File: config.mk
export PLATFORM = sky130hd
export DESIGN_NAME = bomb_put_arbiter_flat
export DESIGN_NICKNAME = d
export VERILOG_FILES = /design/src/rtl/bomb_pkg.sv /design/src/rtl/bomb_put_arbiter_if.sv /design/src/rtl/bomb_slot_timer.sv /design/src/rtl/bomb_put_arbiter.sv /design/src/flat_wrapper.sv
export SDC_FILE = /design/constraint.sdc
export NUM_CORES = 1
export LEC_CHECK = 0
export BUFFER_PORTS_ARGS = -buffer_cell sky130_fd_sc_hd__buf_2
export CORE_AREA = 2 2 508 510
export CTS_CLUSTER_DIAMETER = 80
export CTS_CLUSTER_SIZE = 10
export DETAILED_ROUTE_END_ITERATION = 8
export DIE_AREA = 0 0 510 512
export GPL_ROUTABILITY_DRIVEN = 0
export HOLD_SLACK_MARGIN = 0.1
export PLACE_DENSITY = 0.3
export SLEW_MARGIN = 30
export SYNTH_ARGS = -nofsm -noshare
export SYNTH_HDL_FRONTEND = slang
export SYNTH_HIERARCHICAL = 1
export SYNTH_SLANG_ARGS = --single-unit
export TNS_END_PERCENT = 100
File: constraint.sdc
create_clock -name clk -period 4.4 [get_ports clk]
set_input_delay 0.44 -clock clk [delete_from_list [all_inputs] [get_ports clk]]
set_output_delay 0.44 -clock clk [all_outputs]
set_load 0.005 [all_outputs]
File: src/rtl/bomb_pkg.sv
// Shared types, sizes and helpers for the bomb put arbiter.
// Also holds the capacity clamp and the slot popcount.
package bomb_pkg;

    localparam int GRID_W      = 16;
    localparam int N_TILES     = GRID_W * GRID_W;
    localparam int N_SLOTS     = 4;
    localparam int FUSE_CYCLES = 62;
    localparam logic [2:0] EMPTY_WALL = 3'd0;

    typedef enum logic {
        P1 = 1'b0,
        P2 = 1'b1
    } player_t;

    typedef enum logic {
        S_IDLE = 1'b0,
        S_HOLD = 1'b1
    } req_state_t;

    // Caps outside 1..N_SLOTS are pulled to the nearest legal value.
    function automatic logic [2:0] clamp_cap(input logic [2:0] cap);
        logic [2:0] res;
        if (cap == 3'd0)
            res = 3'd1;
        else if (cap > 3'(N_SLOTS))
            res = 3'(N_SLOTS);
        else
            res = cap;
        return res;
    endfunction

    function automatic logic [2:0] count_ones(input logic [N_SLOTS-1:0] v);
        logic [2:0] n;
        n = 3'd0;
        for (int i = 0; i < N_SLOTS; i++)
            n = n + {2'b00, v[i]};
        return n;
    endfunction

endpackage

File: src/rtl/bomb_put_arbiter_if.sv
// Bundle of player requests, tile state and put/deny results.
// The arbiter takes the slave side; the player/grid logic drives the master side.
interface bomb_put_arbiter_if;
    import bomb_pkg::*;

    logic                         p1_req;
    logic                         p2_req;
    logic [7:0]                   p1_cor;
    logic [7:0]                   p2_cor;
    logic [2:0]                   p1_cap;
    logic [2:0]                   p2_cap;
    logic [N_TILES-1:0]           bomb_un_grid;
    logic [N_TILES-1:0]           explode;
    logic [N_TILES-1:0][2:0]      wall_grid;
    logic                         p1_put;
    logic                         p2_put;
    logic                         p1_deny;
    logic                         p2_deny;
    logic [2:0]                   p1_active;
    logic [2:0]                   p2_active;

    modport master (
        output p1_req, p2_req, p1_cor, p2_cor, p1_cap, p2_cap,
        output bomb_un_grid, explode, wall_grid,
        input  p1_put, p2_put, p1_deny, p2_deny, p1_active, p2_active
    );

    modport slave (
        input  p1_req, p2_req, p1_cor, p2_cor, p1_cap, p2_cap,
        input  bomb_un_grid, explode, wall_grid,
        output p1_put, p2_put, p1_deny, p2_deny, p1_active, p2_active
    );

endinterface

File: src/rtl/bomb_slot_timer.sv
// Per-player bomb slots: occupancy bits, fuse counters and lowest-free allocation.
// 'live' is the occupancy after this cycle's releases, used for the capacity check.
module bomb_slot_timer
    import bomb_pkg::*;
(
    input  logic       clk,
    input  logic       reset,
    input  logic       grant,
    output logic [2:0] active,
    output logic [2:0] live
);

    localparam int CNT_W = $clog2(FUSE_CYCLES);

    logic [N_SLOTS-1:0] r_occ;
    logic [CNT_W-1:0]   r_cnt [N_SLOTS];
    logic [2:0]         r_active;
    logic [N_SLOTS-1:0] w_rel;
    logic [N_SLOTS-1:0] w_free;
    logic [N_SLOTS-1:0] w_alloc;
    logic               w_found;

    // A slot releasing this cycle is already free for a same-cycle grant.
    assign w_free = ~r_occ | w_rel;

    always_comb begin
        w_alloc = '0;
        w_found = 1'b0;
        for (int i = 0; i < N_SLOTS; i++) begin
            if (w_free[i] && !w_found) begin
                w_alloc[i] = 1'b1;
                w_found    = 1'b1;
            end
        end
    end

    genvar gi;
    generate
        for (gi = 0; gi < N_SLOTS; gi++) begin : g_slot
            assign w_rel[gi] = r_occ[gi] && (r_cnt[gi] == CNT_W'(FUSE_CYCLES - 1));

            always_ff @(posedge clk) begin
                if (reset) begin
                    r_occ[gi] <= 1'b0;
                    r_cnt[gi] <= '0;
                end else if (grant && w_alloc[gi]) begin
                    r_occ[gi] <= 1'b1;
                    r_cnt[gi] <= '0;
                end else if (w_rel[gi]) begin
                    r_occ[gi] <= 1'b0;
                    r_cnt[gi] <= '0;
                end else if (r_occ[gi]) begin
                    r_cnt[gi] <= r_cnt[gi] + CNT_W'(1);
                end
            end
        end
    endgenerate

    always_ff @(posedge clk) begin
        if (reset)
            r_active <= 3'd0;
        else
            r_active <= count_ones(r_occ);
    end

    assign active = r_active;
    assign live   = count_ones(r_occ & ~w_rel);

endmodule

File: src/rtl/bomb_put_arbiter.sv
// Turns P1/P2 place-button levels into legal one-cycle put pulses for the bomb datapath,
// enforcing capacity, tile occupancy and round-robin fairness on same-tile conflicts.
module bomb_put_arbiter
    import bomb_pkg::*;
(
    input  logic                 clk,
    input  logic                 reset,
    bomb_put_arbiter_if.slave    bus
);

    logic [1:0]       w_req;
    logic [1:0][7:0]  w_cor;
    logic [1:0][2:0]  w_cap;
    logic [1:0][2:0]  w_live;
    logic [1:0][2:0]  w_active;
    logic [1:0]       w_edge;
    logic [1:0]       w_legal;
    logic [1:0]       w_grant;
    logic             w_conflict;

    req_state_t       r_state [2];
    player_t          r_rr;
    logic [1:0]       r_prev_v;
    logic [1:0][7:0]  r_prev_tile;
    logic [1:0]       r_put;
    logic [1:0]       r_deny;

    assign w_req = {bus.p2_req, bus.p1_req};
    assign w_cor = {bus.p2_cor, bus.p1_cor};
    assign w_cap = {bus.p2_cap, bus.p1_cap};

    genvar gi;
    generate
        for (gi = 0; gi < 2; gi++) begin : g_player
            assign w_edge[gi] = (r_state[gi] == S_IDLE) && w_req[gi];

            // Previous-cycle grants block the tile until bomb_un_grid catches up.
            assign w_legal[gi] = w_edge[gi]
                && (w_live[gi] < clamp_cap(w_cap[gi]))
                && !bus.bomb_un_grid[w_cor[gi]]
                && !bus.explode[w_cor[gi]]
                && (bus.wall_grid[w_cor[gi]] == EMPTY_WALL)
                && !(r_prev_v[0] && (r_prev_tile[0] == w_cor[gi]))
                && !(r_prev_v[1] && (r_prev_tile[1] == w_cor[gi]));

            bomb_slot_timer u_slot_timer (
                .clk    (clk),
                .reset  (reset),
                .grant  (w_grant[gi]),
                .active (w_active[gi]),
                .live   (w_live[gi])
            );
        end
    endgenerate

    always_comb begin
        w_conflict = (&w_legal) && (w_cor[0] == w_cor[1]);
        w_grant    = w_legal;
        if (w_conflict)
            w_grant = (r_rr == P1) ? 2'b01 : 2'b10;
    end

    always_ff @(posedge clk) begin
        if (reset) begin
            // A button held through reset counts as already seen: it must be re-pressed.
            for (int i = 0; i < 2; i++)
                r_state[i] <= w_req[i] ? S_HOLD : S_IDLE;
            r_rr        <= P1;
            r_prev_v    <= '0;
            r_prev_tile <= '0;
            r_put       <= '0;
            r_deny      <= '0;
        end else begin
            for (int i = 0; i < 2; i++) begin
                case (r_state[i])
                    S_IDLE:  if (w_req[i])  r_state[i] <= S_HOLD;
                    S_HOLD:  if (!w_req[i]) r_state[i] <= S_IDLE;
                    default: r_state[i] <= S_IDLE;
                endcase
            end
            r_put       <= w_grant;
            r_deny      <= w_edge & ~w_grant;
            r_prev_v    <= w_grant;
            r_prev_tile <= w_cor;
            if (w_conflict)
                r_rr <= (r_rr == P1) ? P2 : P1;
        end
    end

    assign bus.p1_put    = r_put[0];
    assign bus.p2_put    = r_put[1];
    assign bus.p1_deny   = r_deny[0];
    assign bus.p2_deny   = r_deny[1];
    assign bus.p1_active = w_active[0];
    assign bus.p2_active = w_active[1];

endmodule

File: src/flat_wrapper.sv
// flat-port wrapper written by rule: the top's interface ports become plain ports
module bomb_put_arbiter_flat import bomb_pkg::*;
  (clk, reset, bus_p1_req, bus_p2_req, bus_p1_cor, bus_p2_cor, bus_p1_cap, bus_p2_cap, bus_bomb_un_grid, bus_explode, bus_wall_grid, bus_p1_put, bus_p2_put, bus_p1_deny, bus_p2_deny, bus_p1_active, bus_p2_active);
  bomb_put_arbiter_if bus_i ();
  input  logic clk;
  input  logic reset;
  input wire logic [$bits(bus_i.p1_req)-1:0] bus_p1_req;
  input wire logic [$bits(bus_i.p2_req)-1:0] bus_p2_req;
  input wire logic [$bits(bus_i.p1_cor)-1:0] bus_p1_cor;
  input wire logic [$bits(bus_i.p2_cor)-1:0] bus_p2_cor;
  input wire logic [$bits(bus_i.p1_cap)-1:0] bus_p1_cap;
  input wire logic [$bits(bus_i.p2_cap)-1:0] bus_p2_cap;
  input wire logic [$bits(bus_i.bomb_un_grid)-1:0] bus_bomb_un_grid;
  input wire logic [$bits(bus_i.explode)-1:0] bus_explode;
  input wire logic [$bits(bus_i.wall_grid)-1:0] bus_wall_grid;
  output wire logic [$bits(bus_i.p1_put)-1:0] bus_p1_put;
  output wire logic [$bits(bus_i.p2_put)-1:0] bus_p2_put;
  output wire logic [$bits(bus_i.p1_deny)-1:0] bus_p1_deny;
  output wire logic [$bits(bus_i.p2_deny)-1:0] bus_p2_deny;
  output wire logic [$bits(bus_i.p1_active)-1:0] bus_p1_active;
  output wire logic [$bits(bus_i.p2_active)-1:0] bus_p2_active;
  assign bus_i.p1_req = bus_p1_req;
  assign bus_i.p2_req = bus_p2_req;
  assign bus_i.p1_cor = bus_p1_cor;
  assign bus_i.p2_cor = bus_p2_cor;
  assign bus_i.p1_cap = bus_p1_cap;
  assign bus_i.p2_cap = bus_p2_cap;
  assign bus_i.bomb_un_grid = bus_bomb_un_grid;
  assign bus_i.explode = bus_explode;
  assign bus_i.wall_grid = bus_wall_grid;
  assign bus_p1_put = bus_i.p1_put;
  assign bus_p2_put = bus_i.p2_put;
  assign bus_p1_deny = bus_i.p1_deny;
  assign bus_p2_deny = bus_i.p2_deny;
  assign bus_p1_active = bus_i.p1_active;
  assign bus_p2_active = bus_i.p2_active;
  bomb_put_arbiter u_core (.clk(clk), .reset(reset), .bus(bus_i));
endmodule
* Word level (Yosys, flattened, before mapping)
Memory sizes are Yosys's and may differ from the RTL's.
Cells that the tools add are included.
** Cells by class
- Add/subtract/negate cells :: 20
- $lt $le $gt $ge :: 6
- Equality and inequality tests :: 13
- Muxes and demuxes :: 189
- Bitwise operators :: 40
- Reduce and logical (&&, ||, !) cells :: 68
** Operator list (count)
- $mux W1 :: 151
- $mux W6 :: 24
- $add A6 B1 Y6 const B :: 8
- $bmux W3 S8 :: 2
- $eq A6 B6 Y1 const B :: 8
- $logic_and A1 B1 Y1 :: 41
- $eq A8 B8 Y1 :: 5
- $bmux W1 S8 :: 4
- $or A1 B1 Y1 :: 28
- $lt A8 B9 Y1 const B :: 2
- $mux W3 :: 6
- $not A4 Y4 :: 4
- $reduce_bool A2 Y1 :: 8
- $logic_not A1 Y1 :: 14
- $add A2 B1 Y3 :: 4
- $add A3 B1 Y3 :: 4
- $logic_not A3 Y1 :: 4
- $add A1 B1 Y2 :: 4
- $and A4 B4 Y4 :: 2
- $or A4 B4 Y4 :: 2
- $gt A3 B3 Y1 const B :: 2
- $lt A3 B3 Y1 :: 2
- $mux W2 :: 2
- $and A2 B2 Y2 :: 1
- 3 further kinds :: 4
** Storage, ports and cells
- Register bits after elaboration :: 35
- Memory bits (writable) :: 50
- Bits of input ports :: 1306
- Output and inout port bits :: 10
- Word-level logic and storage cells :: 354
- Memories :: 3
** Memory list
- u_core.g_player[0].u_slot_timer.r_cnt :: words 4, bits a word 6, rd ports 4, clocked after Yosys merged registers in 0, wr ports 4, line bomb_slot_timer.sv:16 : logic [CNT_W-1:0] r_cnt [N_SLOTS];
- u_core.g_player[1].u_slot_timer.r_cnt :: words 4, bits a word 6, rd ports 4, clocked after Yosys merged registers in 0, wr ports 4, line bomb_slot_timer.sv:16
- u_core.r_state :: words 2, bits a word 1, rd ports 2, clocked after Yosys merged registers in 0, wr ports 2, line bomb_put_arbiter.sv:21 : req_state_t r_state [2];

* Logic depth before layout (Yosys ltp)
Gate-level depths: netlist of run 1.
An unclocked memory read counts as a cell.
- Depth in word-level cells :: 25
- Depth in mapped cells :: 20

* By module
Netlist of run 1, hierarchy kept.
** Modules (own cells, without submodules)
- bomb_put_arbiter :: times used 1, cells each 2009, area each 14408.8 µm²
- bomb_slot_timer (u_core.g_player[0].u_slot_timer) :: times used 1, cells each 147, area each 1625.3 µm²
- bomb_slot_timer (u_core.g_player[1].u_slot_timer) :: times used 1, cells each 146, area each 1617.8 µm²

* Worst setup path before layout of run 1
Ideal clock, no wire load.
- Path kind :: flip-flop to flip-flop
- From :: mem u_core/g_player[0].u_slot_timer/r_cnt[1][1] (netlist bit)
- To :: mem u_core/g_player[1].u_slot_timer/r_cnt[0][0] (netlist bit), enable pin
- Setup time :: 284 ps
- Arrival :: 3961 ps
- Data required time :: 4116 ps
- Slack :: 155 ps
- Cell stages (with the launch flop) :: 19
- Clock period less this slack :: 4245 ps
- Cell sequence :: edfxtp_1 -> inv_1 -> ha_1 -> nand2_1 -> o21ai_0 -> inv_1 -> fa_1 -> ha_1 -> ha_1 -> ha_1 -> o31a_1 -> o21ai_0 -> nand2_1 -> nor4_1 -> nor4b_2 -> o21ai_1 -> a211o_1 -> and2_1 -> or3_1
** RTL lines (line)
- start: declaration :: bomb_slot_timer.sv:16
- end: declaration :: bomb_slot_timer.sv:16

==> results of run 1 <==
-- routing by layer --
metal	track usage [%]	share of wire, %	vias up
li1	-	-	12500
met1	23.0	40	14300
met2	31.3	46	1916
met3	7.23	10	472
met4	4.32	2.6	170
met5	0	0.44	-
-- Yosys cell counts (7+ instances only) --
cell type,instances
o41ai_1,10
xnor2_1,21
nor2b_1,28
nor4b_1,17
edfxtp_1,49
dfxtp_1,36
a2111oi_0,35
nor2_1,430
nand2b_1,10
buf_4,11
nor4_1,147
or4_1,14
a221oi_1,15
a31oi_1,20
o211ai_1,22
nand2_1,73
clkbuf_1,43
nand4_1,14
inv_1,39
nor3_1,274
or3_1,29
xor2_1,44
a22o_1,9
ha_1,32
a22oi_1,36
a211oi_1,99
o22ai_1,17
a21oi_1,167
mux2i_1,25
a211o_1,16
buf_2,111
a32oi_1,7
o21ai_0,43
nand3_1,45
o31ai_1,8
a21o_1,7
buf_1,11
o311ai_0,15
mux4_2,147
-- through the flow --
step / utilization (%) / instance area, sq um / instances / setup TNS, ns / hold slack (ns)
final: 12.8 / 32600 / 7398 / 0 / 0.213
after global routing: 12.7 / 32500 / 7323 / -0.169 / 0.193
after CTS: 12.6 / 32200 / 7280 / 0 / 0.176
after detailed placement: 12.4 / 31800 / 7258 / -39.12 / 0.484
after global placement: 12.4 / 31800 / 7258 / -59.26 / 0.475
after floorplan: - / 17700 / 2302 / 0 / 0.443
-- path summary, 6_finish.rpt --
kind / startpoint / endpoint
min reg2reg: u_core/r_state[1]$_SDFFE_PP0P_ / u_core/r_deny[1]$_SDFF_PP0_
max reg2reg: u_core/g_player[1].u_slot_timer/r_cnt[0][1]$_SDFFCE_PN0P_ / u_core/g_player[0].u_slot_timer/r_cnt[1][5]$_SDFFCE_PN0P_
min: bus_p2_req / u_core/r_state[1]$_SDFFE_PP0P_
max: bus_p2_cor[1] / u_core/g_player[0].u_slot_timer/r_cnt[1][5]$_SDFFCE_PN0P_
-- power breakdown --
group / switching (mW) / internal (mW)
logic: 1.75 / 1.28
clock network: 0.358 / 0.381
registers: 0.0280 / 0.873
-- critical path, delay by kind of cell --
kind	cells	cell delay, ns
AO/OA/AOI/OAI	7	1.87
buffers and inverters	5	1.00
AND/OR/NAND/NOR	3	0.76
multiplexers	1	0.34
-- final cells by class --
| type | instances | area, sq um |
|---|---|---|
| multi-input combinational | 1993 | 14700 |
| fill | 29800 | 223000 |
| sequential | 85 | 2190 |
| clock inverter | 6 | 38.8 |
| tap | 3384 | 4230 |
| inverter | 44 | 181 |
| clock buffer | 10 | 229 |
| timing repair buffer | 1760 | 10800 |
| antenna | 116 | 290 |
-- registers in the layout (all words and copies together), names as in the netlist --
signal                               count
u_core/r_put                             2
u_core/g_player.u_slot_timer/r_cnt      48
u_core/g_player.u_slot_timer/r_occ       8
u_core/g_player.u_slot_timer/active      6
u_core/r_state                           2
u_core/r_prev_tile                      16
u_core/r_rr                              1
u_core/r_deny                            2
-- kinds of logic after synthesis --
| kind of cell | count (synthesis) |
|---|---|
| DFF | 85 |
| adders and majority gates | 36 |
| muxes | 183 |
| xor gates and xnor gates | 65 |
| and+or+nand+nor | 1121 |
| buffers and inverters | 224 |
| AOI/OAI and AO/OA | 588 |
-- timing repair --
action / 4_1_cts / 5_1_grt
resized for setup: 29 / 20
setup buffers: 6 / 2
pin swaps: 14 / 18
endpoints found under the setup margin: 60 / 61
==> flow_metrics.tcl, run 1 <==
set metrics [dict create \
    outcome "finished clean" \
    antenna_found_initial 299 \
    yosysTopAreaCell "mux4_2" \
    synth_area_leaders "mux4_2 19%, nor2_1 9.1%, edfxtp_1 8.3%, nor3_1 7.8%, nor4_1 5.2%" \
    finalPower_mw 4.67 \
    grt_pass1_vias 28700 \
    async_flop_share_pct 0 \
    synth_area_sq_um 17700 \
    cp_cell_sequence "buf_8, buf_12, buf_12, buf_12, mux4_2, a2111oi_1, buf_4, nor4_1, a211o_1, a31oi_1, a211oi_1, or4_4, and2_4, a21oi_4, o211ai_1, a21oi_2" \
    cp_data_arrival_time_ns 4.50 \
    viasPerCell 3.97 \
    clk_latency_ns 0.37 \
    initial_core_util_pct 6.90 \
    cts_tree "done" \
    synth_top_family_by_area "simple AND/OR/NAND/NOR gates" \
    crit_path_end_kind "flop" \
    power.leakage_nw 13.0 \
    yosys_warnings 6 \
    synthCells 2302 \
    clock_skew_ns 0.0130 \
    grt_max_degree 38 \
    area_delta_synth_final_pct 85.0 \
    drc 0 \
    cts_made_buffers 9 \
    syn_area_per_cell_sq_um 7.67 \
    synth_nets 3644 \
    cpPeakStageDelay_ns 0.57 \
    power_density_nw_per_um2 143 \
    report.final.slew_viol_count 0 \
    synth-simple-area-share_pct 31.0 \
    fp.dieH_um 512 \
    rows 186 \
    synth_edf_count 49 \
    grt_use_total_pct 18.9 \
    hp-class "in2reg" \
    setup_ws_ns 0.107 \
    design.die.area_sq_um 261000 \
    ios 1316 \
    path_clk_slew_ns 0.07 \
    port_buffers 1315 \
    max_freq_mhz 233 \
    final_nets 5235 \
    synth-adder-area-share_pct 2.72 \
    fin_crit_ns 4.29 \
    cts_hold_buf 0 \
    r2r_slack_ns 0.18 \
    slew_headroom_pct 31.0 \
    routed_wl_um 260000 \
    finalCritPeriodShare_pct 97.6 \
    crit_fanout 30 \
    ir_drop_v 0.000187 \
    final_common_cell "buf_2" \
    layout_common_cells "1305 x buf_2, 426 x nor2_1, 385 x buf_4, 273 x nor3_1, 165 x a21oi_1" \
    path_common_cell "buf_12" \
    vias 29400 \
    gr-total-overflow 0 \
    cp_slowest_cell "a2111oi_1" \
    dp_slack_ns -0.732 \
    synthMuxAreaShare_pct 21.4 \
    synth_ff_type "edfxtp_1" \
    min_path_cells 1 \
    setup_viol 0 \
    required_ns 4.61 \
    hold_viol_final 0 \
    cts_buffer_depth 2 \
    ys_types 86 \
    ys_seq_area_share_pct 12.4 \
    ys_seq_elements 85 \
    htree_num_levels 3 \
    rsz0062_at_grt "yes" \
    synth_compound_area_share_pct 23.2 \
    wire_per_inst_um 35.1 \
    tightest_slew_ns 1.03 \
    cp-start-kind "input pin" \
    cap_violations 0 \
    synth_top_area_share_pct 18.8 \
    synth_xor_area_share_pct 3.23 \
    clkSinkCount 85 \
    drt_first_pass_iters 6 \
    die_width_um 510 \
    drtAntennaViolNets 0 \
    drive_above_1_share_pct 51.9 \
    drt_iter0_drc 2450 \
    cts-root-buf "clkbuf_16" \
    place_hpwl_um 238000 \
    grt_pass1_wl_um 319000 \
    coreArea_sq_um 256000 \
    crit_type "in2reg" \
    ff2ff_path_depth 18 \
]
Note: power is estimated with default switching activity, not from simulation.
==> run 2, diff against run 1 <==
--- a/config.mk
+++ b/config.mk
@@ -14,6 +14,7 @@
 export GPL_ROUTABILITY_DRIVEN = 0
 export HOLD_SLACK_MARGIN = 0.1
 export PLACE_DENSITY = 0.3
+export REMOVE_ABC_BUFFERS = 1
 export SLEW_MARGIN = 30
 export SYNTH_ARGS = -nofsm -noshare
 export SYNTH_HDL_FRONTEND = slang
==> flow_metrics.tcl, run 2 (synthesis results as in run 1) <==
set metrics [dict create \
    outcome "complete, but fails checks" \
    failed_checks "setup timing" \
    port_buffers 1315 \
    clkSinkCount 85 \
    report.final.slew_viol_count 0 \
    die_width_um 510 \
    setup_viol 6 \
    fp.dieH_um 512 \
    p_seq_share_pct 18.6 \
    crit_family "adder cells" \
    initial_core_util_pct 6.90 \
    n_fill_cell 29700 \
    fin_crit_ns 4.48 \
    regMostFlops "u_core/g_player.u_slot_timer/r_cnt" \
    cap_violations 0 \
    reg.largest.list "u_core/g_player.u_slot_timer/r_cnt: 48 flops, u_core/r_prev_tile: 16 flops, u_core/g_player.u_slot_timer/r_occ: 8 flops" \
    cts_tree "done" \
    max_freq_mhz 223 \
    r2r_slack_ns -0.08 \
    clock_skew_ns 0.0129 \
    place_hpwl_um 241000 \
    cp_data_arrival_time_ns 4.59 \
    routed_wl_um 264000 \
    area_delta_synth_final_pct 89.6 \
    wire_per_inst_um 35.4 \
    rows 186 \
    cpPeakStageDelay_ns 0.54 \
    cts_buffer_depth 2 \
    grt_max_degree 40 \
    switchingPower_mw 2.19 \
    hp-class "in2reg" \
    final_cell_area_sq_um 33500 \
    placedInstanceArea_sq_um 32500 \
    finalCritPeriodShare_pct 102 \
    crit_path_end_kind "flop" \
    gr-total-overflow 0 \
    cp-start-kind "flop" \
    path_common_cell "buf_6" \
    coreArea_sq_um 256000 \
    intPower_mw 2.64 \
    p_clk_share_pct 16.5 \
    switching_share_pct 45.4 \
    antenna_found_initial 290 \
    drtAntennaViolNets 0 \
    cp_cell_sequence "inv_1, ha_1, nand2_2, o21ai_2, inv_2, fa_1, ha_2, ha_4, ha_4, o31a_1, o21ai_2, nand2_2, buf_6, nor3_4, o211a_4, nand4_1, buf_6, a211o_1, and2_4, buf_6, or3_4" \
    slew_headroom_pct 31.2 \
    path_clk_slew_ns 0.07 \
    rsz0062_at_grt "yes" \
    crit_type "reg2reg" \
    layout_common_cells "1305 x buf_2, 449 x buf_4, 419 x nor2_1, 263 x nor3_1, 165 x a21oi_1" \
    hold_viol_final 0 \
    ios 1316 \
    tightest_slew_ns 1.03 \
    crit_fanout 6 \
    final_common_cell "buf_2" \
    htree_num_levels 3 \
    grt_pass1_wl_um 326000 \
    viasPerCell 3.93 \
    final_nets 5308 \
    power_density_nw_per_um2 144 \
    required_ns 4.51 \
    cts-root-buf "clkbuf_16" \
    grt_use_total_pct 19.4 \
    drt_first_pass_iters 6 \
    pwr-share-comb_pct 64.9 \
    clk_latency_ns 0.37 \
    power.leakage_nw 13.4 \
    vias 29300 \
    cp_slowest_cell "fa_1" \
    ir_drop_v 0.000189 \
    setup_ws_ns -0.0793 \
    design.die.area_sq_um 261000 \
    grt_pass1_vias 29900 \
    worst-path-buf-inv 5 \
    drc 0 \
    cts_made_buffers 9 \
    largest_reg_flops 48 \
    drt_iter0_drc 2419 \
    drive_above_1_share_pct 53.4 \
    finalSetupTns_ns -0.461 \
]
[run 2: per-stage QoR]
step	hold WS [ns]	setup WS [ns]	power (mW)	cells	utilization [%]
2_1_floorplan	0.437	0.155	1.70	2122	-
3_3_place_gp	0.554	-1.41	4.07	7322	12.6
3_5_place_dp	0.565	-1.27	4.07	7329	12.7
4_1_cts	0.191	-0.0499	4.92	7352	12.9
5_1_grt	0.202	-0.236	5.09	7421	13.0
6_report	0.212	-0.0793	4.83	7468	13.1
[run 2: layer usage]
| layer | global-route usage [%] | wire length (um) |
|---|---|---|
| met5 | 0 | 994 |
| met4 | 6.20 | 10200 |
| met3 | 5.61 | 22500 |
| met1 | 24.3 | 110000 |
| met2 | 31.6 | 121000 |
[run 2: what timing repair did]
item,CTS,global route
setup endpoints to repair,72,66
hold buffers,0,0
pin swaps,20,21
setup buffers,7,5
gates resized for setup,50,30
[run 2: area by class of cell]
class / instances / area (sq um) / area share [%]
antenna: 113 / 283 / 0.845
tap: 3384 / 4230 / 12.7
timing repair buffer: 1833 / 11400 / 34.1
sequential: 85 / 2190 / 6.55
clock inverter: 4 / 48.8 / 0.146
clock buffer: 12 / 236 / 0.707
multi-input combinational: 1993 / 14900 / 44.4
inverter: 44 / 183 / 0.546
[run 2: worst paths after layout]
check             cells after the start                                                 startpoint                                                         to
setup reg to reg                     21  u_core/g_player[0].u_slot_timer/r_cnt[1][1]$_SDFFCE_PN0P_  u_core/g_player[1].u_slot_timer/r_cnt[0][0]$_SDFFCE_PN0P_
hold reg to reg                       2                                   u_core/r_rr$_SDFFE_PP0P_                                   u_core/r_rr$_SDFFE_PP0P_
setup / recovery                     21  u_core/g_player[0].u_slot_timer/r_cnt[1][1]$_SDFFCE_PN0P_  u_core/g_player[1].u_slot_timer/r_cnt[0][0]$_SDFFCE_PN0P_
hold / removal                        1                                                 bus_p2_req                             u_core/r_state[1]$_SDFFE_PP0P_
[run 2: power groups by stage]
stage | sequential, mW | clock [mW] | combinational, mW
after global placement | 0.916 | 0 | 3.15
final | 0.899 | 0.797 | 3.14
after floorplan | 0.914 | 0 | 0.784
after CTS | 0.899 | 0.828 | 3.19
after detailed placement | 0.917 | 0 | 3.16
after global routing | 0.904 | 0.858 | 3.33
